File: src/rtl/bin_to_bcd_seq_if.sv
// Start/done handshake and result bus for the sequential binary-to-BCD converter.
// The master drives requests and the converter (slave) returns the packed digits.
interface bin_to_bcd_seq_if #(
  parameter int BIN_W  = 8,
  parameter int DIGITS = 3
);
  logic                  start;
  logic [BIN_W-1:0]      bin_in;
  logic                  busy;
  logic                  done;
  logic [4*DIGITS-1:0]   bcd_out;
  logic                  ovf;

  modport master (output start, bin_in, input busy, done, bcd_out, ovf);
  modport slave  (input start, bin_in, output busy, done, bcd_out, ovf);
endinterface

File: src/rtl/bin_to_bcd_seq.sv
// Sequential shift-add-3 (double-dabble) binary-to-BCD converter, one iteration per clock.
// Optional macro XS3_OUT_EN: result digits are emitted in excess-3 code instead of plain BCD.
module bin_to_bcd_seq #(
  parameter int BIN_W  = 8,
  parameter int DIGITS = 3
) (
  input  logic             clk,
  input  logic             rst_n,
  bin_to_bcd_seq_if.slave  io_bus
);

  localparam logic [1:0] S_IDLE  = 2'd0;
  localparam logic [1:0] S_SHIFT = 2'd1;
  localparam logic [1:0] S_DONE  = 2'd2;

  localparam int          BCD_W   = 4 * DIGITS;
  localparam int          CNT_W   = $clog2(BIN_W) + 1;
  localparam int unsigned MAX_VAL = 10**DIGITS - 1;

  logic [1:0]       r_state;
  logic [BIN_W-1:0] r_shift;
  logic [BCD_W-1:0] r_acc;
  logic [CNT_W-1:0] r_cnt;
  logic             r_ovfNext;
  logic [BCD_W-1:0] r_bcd;
  logic             r_ovf;
  logic             r_done;
  logic             r_busy;

  logic [BCD_W-1:0] w_adjAcc;
  logic [BCD_W-1:0] w_finalBcd;
  logic             w_ovfCmp;

  assign w_ovfCmp = {{(32-BIN_W){1'b0}}, io_bus.bin_in} > MAX_VAL;

  // Digits of five or more get +3 so the following left shift carries correctly into the next digit.
  always_comb begin
    w_adjAcc = '0;
    for (int d = 0; d < DIGITS; d++) begin
      if (r_acc[4*d +: 4] >= 4'd5)
        w_adjAcc[4*d +: 4] = r_acc[4*d +: 4] + 4'd3;
      else
        w_adjAcc[4*d +: 4] = r_acc[4*d +: 4];
    end
  end

`ifdef XS3_OUT_EN
  always_comb begin
    w_finalBcd = '0;
    for (int d = 0; d < DIGITS; d++)
      w_finalBcd[4*d +: 4] = r_acc[4*d +: 4] + 4'd3;
  end
`else
  assign w_finalBcd = r_acc;
`endif

  // A start arriving while done is high is dropped, so a new request only lands one cycle after the pulse.
  always_ff @(posedge clk or negedge rst_n) begin
    if (!rst_n) begin
      r_state   <= S_IDLE;
      r_shift   <= '0;
      r_acc     <= '0;
      r_cnt     <= '0;
      r_ovfNext <= 1'b0;
      r_bcd     <= '0;
      r_ovf     <= 1'b0;
      r_done    <= 1'b0;
      r_busy    <= 1'b0;
    end else begin
      r_done <= 1'b0;
      case (r_state)
        S_IDLE: begin
          if (io_bus.start && !r_done) begin
            r_shift   <= io_bus.bin_in;
            r_acc     <= '0;
            r_cnt     <= '0;
            r_ovfNext <= w_ovfCmp;
            r_busy    <= 1'b1;
            r_state   <= S_SHIFT;
          end
        end
        S_SHIFT: begin
          r_acc   <= {w_adjAcc[BCD_W-2:0], r_shift[BIN_W-1]};
          r_shift <= {r_shift[BIN_W-2:0], 1'b0};
          r_cnt   <= r_cnt + CNT_W'(1);
          if (r_cnt == CNT_W'(BIN_W - 1))
            r_state <= S_DONE;
        end
        S_DONE: begin
          r_bcd   <= w_finalBcd;
          r_ovf   <= r_ovfNext;
          r_done  <= 1'b1;
          r_busy  <= 1'b0;
          r_state <= S_IDLE;
        end
        default: begin
          r_busy  <= 1'b0;
          r_state <= S_IDLE;
        end
      endcase
    end
  end

  assign io_bus.busy    = r_busy;
  assign io_bus.done    = r_done;
  assign io_bus.bcd_out = r_bcd;
  assign io_bus.ovf     = r_ovf;

endmodule
File: src/flat_wrapper.sv
// flat-port wrapper written by rule: the top's interface ports become plain ports
module bin_to_bcd_seq_flat 
#(
  parameter int BIN_W  = 8,
  parameter int DIGITS = 3
)
  (clk, rst_n, io_bus_start, io_bus_bin_in, io_bus_busy, io_bus_done, io_bus_bcd_out, io_bus_ovf);
  bin_to_bcd_seq_if #(.BIN_W(BIN_W), .DIGITS(DIGITS)) io_bus_i ();
  input  logic clk;
  input  logic rst_n;
  input wire logic [$bits(io_bus_i.start)-1:0] io_bus_start;
  input wire logic [$bits(io_bus_i.bin_in)-1:0] io_bus_bin_in;
  output wire logic [$bits(io_bus_i.busy)-1:0] io_bus_busy;
  output wire logic [$bits(io_bus_i.done)-1:0] io_bus_done;
  output wire logic [$bits(io_bus_i.bcd_out)-1:0] io_bus_bcd_out;
  output wire logic [$bits(io_bus_i.ovf)-1:0] io_bus_ovf;
  assign io_bus_i.start = io_bus_start;
  assign io_bus_i.bin_in = io_bus_bin_in;
  assign io_bus_busy = io_bus_i.busy;
  assign io_bus_done = io_bus_i.done;
  assign io_bus_bcd_out = io_bus_i.bcd_out;
  assign io_bus_ovf = io_bus_i.ovf;
  bin_to_bcd_seq #(.BIN_W(BIN_W), .DIGITS(DIGITS)) u_core (.clk(clk), .rst_n(rst_n), .io_bus(io_bus_i));
endmodule
File: config.mk
export PLATFORM = sky130hd
export DESIGN_NAME = bin_to_bcd_seq_flat
export DESIGN_NICKNAME = d
export VERILOG_FILES = /design/src/rtl/bin_to_bcd_seq_if.sv /design/src/rtl/bin_to_bcd_seq.sv /design/src/flat_wrapper.sv
export SDC_FILE = /design/constraint.sdc
export NUM_CORES = 1
export LEC_CHECK = 0
export ABC_CLOCK_PERIOD_IN_PS = 3300
export CAP_MARGIN = 20
export CORE_ASPECT_RATIO = 0.7
export CORE_MARGIN = 1.5
export CORE_UTILIZATION = 57
export DETAILED_ROUTE_END_ITERATION = 6
export HOLD_SLACK_MARGIN = 0.12
export PLACE_DENSITY = 0.83
export SLEW_MARGIN = 30
export SYNTH_ARGS = -nofsm -noshare
export SYNTH_HDL_FRONTEND = slang
export SYNTH_SLANG_ARGS = --single-unit
File: constraint.sdc
create_clock -name clk -period 3.3 [get_ports clk]
set_clock_uncertainty 0.05 [all_clocks]
set_input_delay 0.495 -clock clk [delete_from_list [all_inputs] [get_ports clk]]
set_output_delay 0.495 -clock clk [all_outputs]
set_load 0.1 [all_outputs]
# Word level (Yosys, flattened, before mapping)
# Index checks and enable logic that the tools add are counted.
[classes]
n_addsub = 4
magnitude_cmp = 3
eq_ne = 5
n_mux = 15
bitwise_logic = 1
reduce_logical = 7
[ops]
columns = ["op", "n"]
rows = [
  ["case mux 12 bit (2 select lines)", 1],
  ["case mux 8 bit (2 select lines)", 1],
  ["greater-or-equal comparator 4 x 3 -> 1 bit, second input constant", 3],
  ["two-way mux 12 bit", 1],
  ["two-way mux 4 bit", 3],
  ["adder 4 x 2 -> 4 bit, second input constant", 2],
  ["two-way mux 8 bit", 1],
  ["case mux 4 bit (2 select lines)", 1],
  ["AND reduction 2 bit", 3],
  ["adder 4 x 1 -> 4 bit, second input constant", 1],
  ["equality test 4 x 3 -> 1 bit, second input constant", 1],
  ["two-way mux 2 bit", 2],
  ["inequality test 2 x 1 -> 1 bit, second input constant", 2],
  ["case mux 2 bit (2 select lines)", 1],
  ["adder 3 x 2 -> 3 bit, second input constant", 1],
  ["two-way mux 3 bit", 1],
  ["equality test 2 x 1 -> 1 bit, second input constant", 1],
  ["equality test 2 bit, second input constant", 1],
  ["logical NOT 2 bit", 1],
  ["two-way mux 1 bit", 2],
  ["case mux 1 bit (2 select lines)", 1],
  ["nonzero test 2 bit", 1],
  ["logical AND 1 bit", 1],
  ["logical NOT 1 bit", 1],
  ["inverter 1 bit", 1],
]
[word_totals]
reg_bits = 40
elab_cells = 42

# Logic depth before layout (Yosys ltp)
[depth]
ltp_word = 4
depth_mapped = 6
ltp_nobuf = 6

# Worst setup path after synthesis
# No wires, ideal clock.
[synth_timing]
kind = "register to register"
start = "register u_core.r_done (netlist: u_core.io_bus.done)"
end = "register u_core.r_acc[10]"
setup_time_ns = 0.095
t_arrival_ns = 1.677
required_ns = 3.155
setup_slack_ns = 1.478
stages_incl_launch_ff = 6
path_buffers = 1
cell_sequence = "dfrtp_1 nand2b_4 a21o_1 buf_2 a32oi_1 o31ai_1"
[synth_between]
elab_chain_len = 4
[synth_rtl]
columns = ["element", "line_no", "rtl"]
rows = [
  ["from (decl)", "bin_to_bcd_seq.sv:27", "logic r_done;"],
  ["from (signal assigned)", "bin_to_bcd_seq.sv:67", "r_done <= 1'b0;"],
  ["from (signal assigned)", "bin_to_bcd_seq.sv:70", "r_done <= 1'b0;"],
  ["from (signal assigned)", "bin_to_bcd_seq.sv:92", "r_done <= 1'b1;"],
  ["logical NOT 1 bit", "bin_to_bcd_seq.sv:73", "if (io_bus.start && !r_done) begin"],
  ["logical AND 1 bit", "bin_to_bcd_seq.sv:73", ""],
  ["inequality test 2 x 1 -> 1 bit (no source line)", "--", ""],
  ["AND reduction 2 bit (no source line)", "--", ""],
  ["to (signal assigned)", "bin_to_bcd_seq.sv:83", "r_acc <= {w_adjAcc[BCD_W-2:0], r_shift[BIN_W-1]};"],
  ["to (decl)", "bin_to_bcd_seq.sv:22", "logic [BCD_W-1:0] r_acc;"],
]
# No other way between the ends.
# A chain may end at the register's enable or synchronous reset.

# Worst setup path in the final report
[layout_timing]
start = "register u_core.r_bcd[7] (netlist: u_core.io_bus.bcd_out[7])"
end = "output port io_bus_bcd_out[7]"
[layout_rtl]
columns = ["element", "line_no", "rtl"]
rows = [
  ["from (decl)", "bin_to_bcd_seq.sv:25", "logic [BCD_W-1:0] r_bcd;"],
  ["from (signal assigned)", "bin_to_bcd_seq.sv:90", "r_bcd <= w_finalBcd;"],
  ["to (decl)", "flat_wrapper.sv:15", "output wire logic [$bits(io_bus_i.bcd_out)-1:0] io_bus_bcd_out;"],
]
# No word-level cell between the ends.

==> metrics.yaml <==
path_class: "register to output port"
antenna_cells: 0
grt_max_degree: 41
routedWlPerCell_um: 14.8
syn2layout_area_growth_pct: 19.1
fmax_ghz: 0.428
tightestPinTransition_ps: 971
drive_gt1_share_pct: 9.52
worstSetupStartpointType: "register"
finalCritPeriodShare_pct: 70.8
crit_path_cell_trace: "clkdlybuf4s50_1"
hold_class: "input pin to async pin"
clock_latency_ps: 290
synthDistinctLibCells: 31
synth_xor_area_share_pct: 1.47
synth_cells: 164
synth_adder_area_share_pct: 4.91
n_fill_cell: 203
drtAntennaViolNets: 0
async_flop_share_pct: 100
critPathBufInv: 1
track_usage_pct: 21.6
synth_mux_area_share_pct: 4.91
clock_sinks: 40
wirelength_mm: 3.33
grt_pass1_vias: 1230
finalHoldViolCount: 0
synth_edf_count: 0
drcViolationCount: 0
netlist_area_um2: 1790
period_needed_ps: 2340
met1_usage_pct: 29.7
setup-violations-final: 0
rsz0062_at_grt: "false"
status: "finished clean"
worstPathMaxFanout: 2
synth-simple-area-share_pct: 10.2
die-width_um: 69.9
ys_seq_area_share_pct: 56.1
avgSynthCellArea_um2: 10.9
fp.dieH_um: 49.8
cap_viol_max_count: 0
io_pins: 26
critPathCaptureType: "output port"
gp_congestion: 0.834
cts_tree: "yes"
post_cts_buffers: 0
grt_antenna_before_repair: 0
use_met3_pct: 5.93
syn_nets: 182
grt_pass1_wl_mm: 5.74
row_count: 16
yosys_register_bits: 40
clkTransAtPathRegs_ps: 80
drt_first_iter_violations: 123
synth_compound_area_share_pct: 15.9
multi_input_area_um2: 671
dpl.hpwl_mm: 2.38
critPathRequiredTime_ps: 2750
coreArea_um2: 2880
cts.repair.resized: 0
fin_setup_tns_ps: 0
slew_violations: 0
cts_buffers: 5
firstDrtPassIters: 5
h-tree-depth: 2
cts_root_buf: "clkbuf_8"
timing.slew.headroom_pct: 35.1
arrival_ps: 1790
crit_family: "buffers and inverters"
drt-vias-per-instance: 5.68
synthFlopType: "dfrtp_1"
use_met2_pct: 34.0
io_buffers: 24
critPathMaxStageDelay_ps: 1140
via_count: 1278
holdBufCountCts: 0
dieArea_um2: 3480
grt_overflow: 0
busiest_layer: "met2"
synth_top_family_by_area: "compound AO/OA/AOI/OAI gates"
yosysWarnings: 0
seqCellArea_um2: 1000
critPathSlowestCell: "clkdlybuf4s50_1"
final_nets: 206
start_util_pct: 61.9
ctsLongestPathBuffers: 2
-- logic make-up (layout without fill, tap and decap cells) --
kind of cell / count (synthesis) / after routing
buffers and inverters: 24 / 49
DFF: 40 / 40
AOI/OAI and AO/OA: 44 / 44
adders and majority gates: 7 / 7
other: 1 / 1
muxes: 8 / 8
and+or+nand+nor: 37 / 37
xor gates and xnor gates: 3 / 3
-- worst paths after layout --
kind / start / endpoint / slack, ps / depth (start not counted)
max: u_core.io_bus.bcd_out[7] / io_bus_bcd_out[7] / 960 / 1
min: rst_n / u_core.r_shift[2] / 260 / 1
max reg2reg: u_core.r_state[1] / u_core.r_cnt[3] / 1590 / 5
min reg2reg: u_core.io_bus.bcd_out[0] / u_core.io_bus.bcd_out[0] / 430 / 2
max in group asynchronous: rst_n / u_core.io_bus.done / 2400 / 1
min in group clk: u_core.io_bus.bcd_out[0] / u_core.io_bus.bcd_out[0] / 430 / 2
-- worst reg2reg max path: stages, from the launching register on --
cell,delay (ps)
dfrtp_1,460
nor2b_1,500
buf_4,290
nand4_1,130
nand3_1,90
o21ai_0,90
-- per-layer routing --
| layer | routed length (um) | vias up |
|---|---|---|
| li1 | - | 618 |
| met4 | 45 | 0 |
| met1 | 1570 | 613 |
| met2 | 1550 | 38 |
| met3 | 167 | 9 |
| met5 | 0 | - |
-- placed cells by master (no fill, tap or decap), drive strengths merged --
cell type,instances
clkinv,1
nor3,5
a222oi,4
mux2i,2
a32oi,3
mux2,6
or3,1
nand4,1
nand2,18
conb,1
o21ai,18
a22o,5
clkdlybuf4s50,23
ha,7
nor2b,1
clkbuf,6
a21o,1
nor2,1
nand2b,5
dfrtp,40
o22ai,3
a21oi,7
bufinv,1
buf,2
o31ai,3
xnor2,3
nand3,5
inv,16
-- flip-flops by register name (all words and copies together) (netlist names) --
name / cells
u_core.r_shift: 8
u_core.io_bus.busy: 1
u_core.r_acc: 12
u_core.r_cnt: 4
u_core.r_state: 2
u_core.io_bus.done: 1
u_core.io_bus.bcd_out: 12
-- cells in the mapped netlist (2+ instances only) --
library cell  count  area, um2
dfrtp_1          40       1000
nor3_1            5       25.0
xnor2_1           3       26.3
o21ai_0          18       90.1
a222oi_1          4       40.0
nand2_1          17       63.8
ha_1              7       87.6
o31ai_1           3       22.5
a21oi_1           7       35.0
buf_6             2       22.5
mux2_2            6       67.6
o22ai_1           3       18.8
mux2i_1           2       20.0
inv_1            15       56.3
a22o_1            5       43.8
nand2b_1          4       25.0
nand3_1           5       25.0
a32oi_1           3       26.3
buf_2             3       15.0
-- stage by stage --
stage               worst slack (ps)  instance area [um2]  instances  utilization (%)  hold slack (ps)
floorplan                       1480                 1790        164                -              149
global placement                1190                 2020        217             70.1              412
detailed placement              1080                 2020        217             70.1              419
CTS                              952                 2130        225             73.8              290
global route                     923                 2130        225             73.8              323
finish                           964                 2130        225             73.8              264
-- cell type report --
cell class                 count  share of cell area [%]
clock inverter                 2                    1.65
multi-input combinational    100                    31.5
sequential                    40                    47.1
tap                           36                    2.12
timing repair buffer          25                    11.4
inverter                      16                    2.82
clock buffer                   6                    3.41
Power is left out: the tool's default activity adds up to more than one toggle a clock period on the data nets, which glitch-free logic cannot reach.
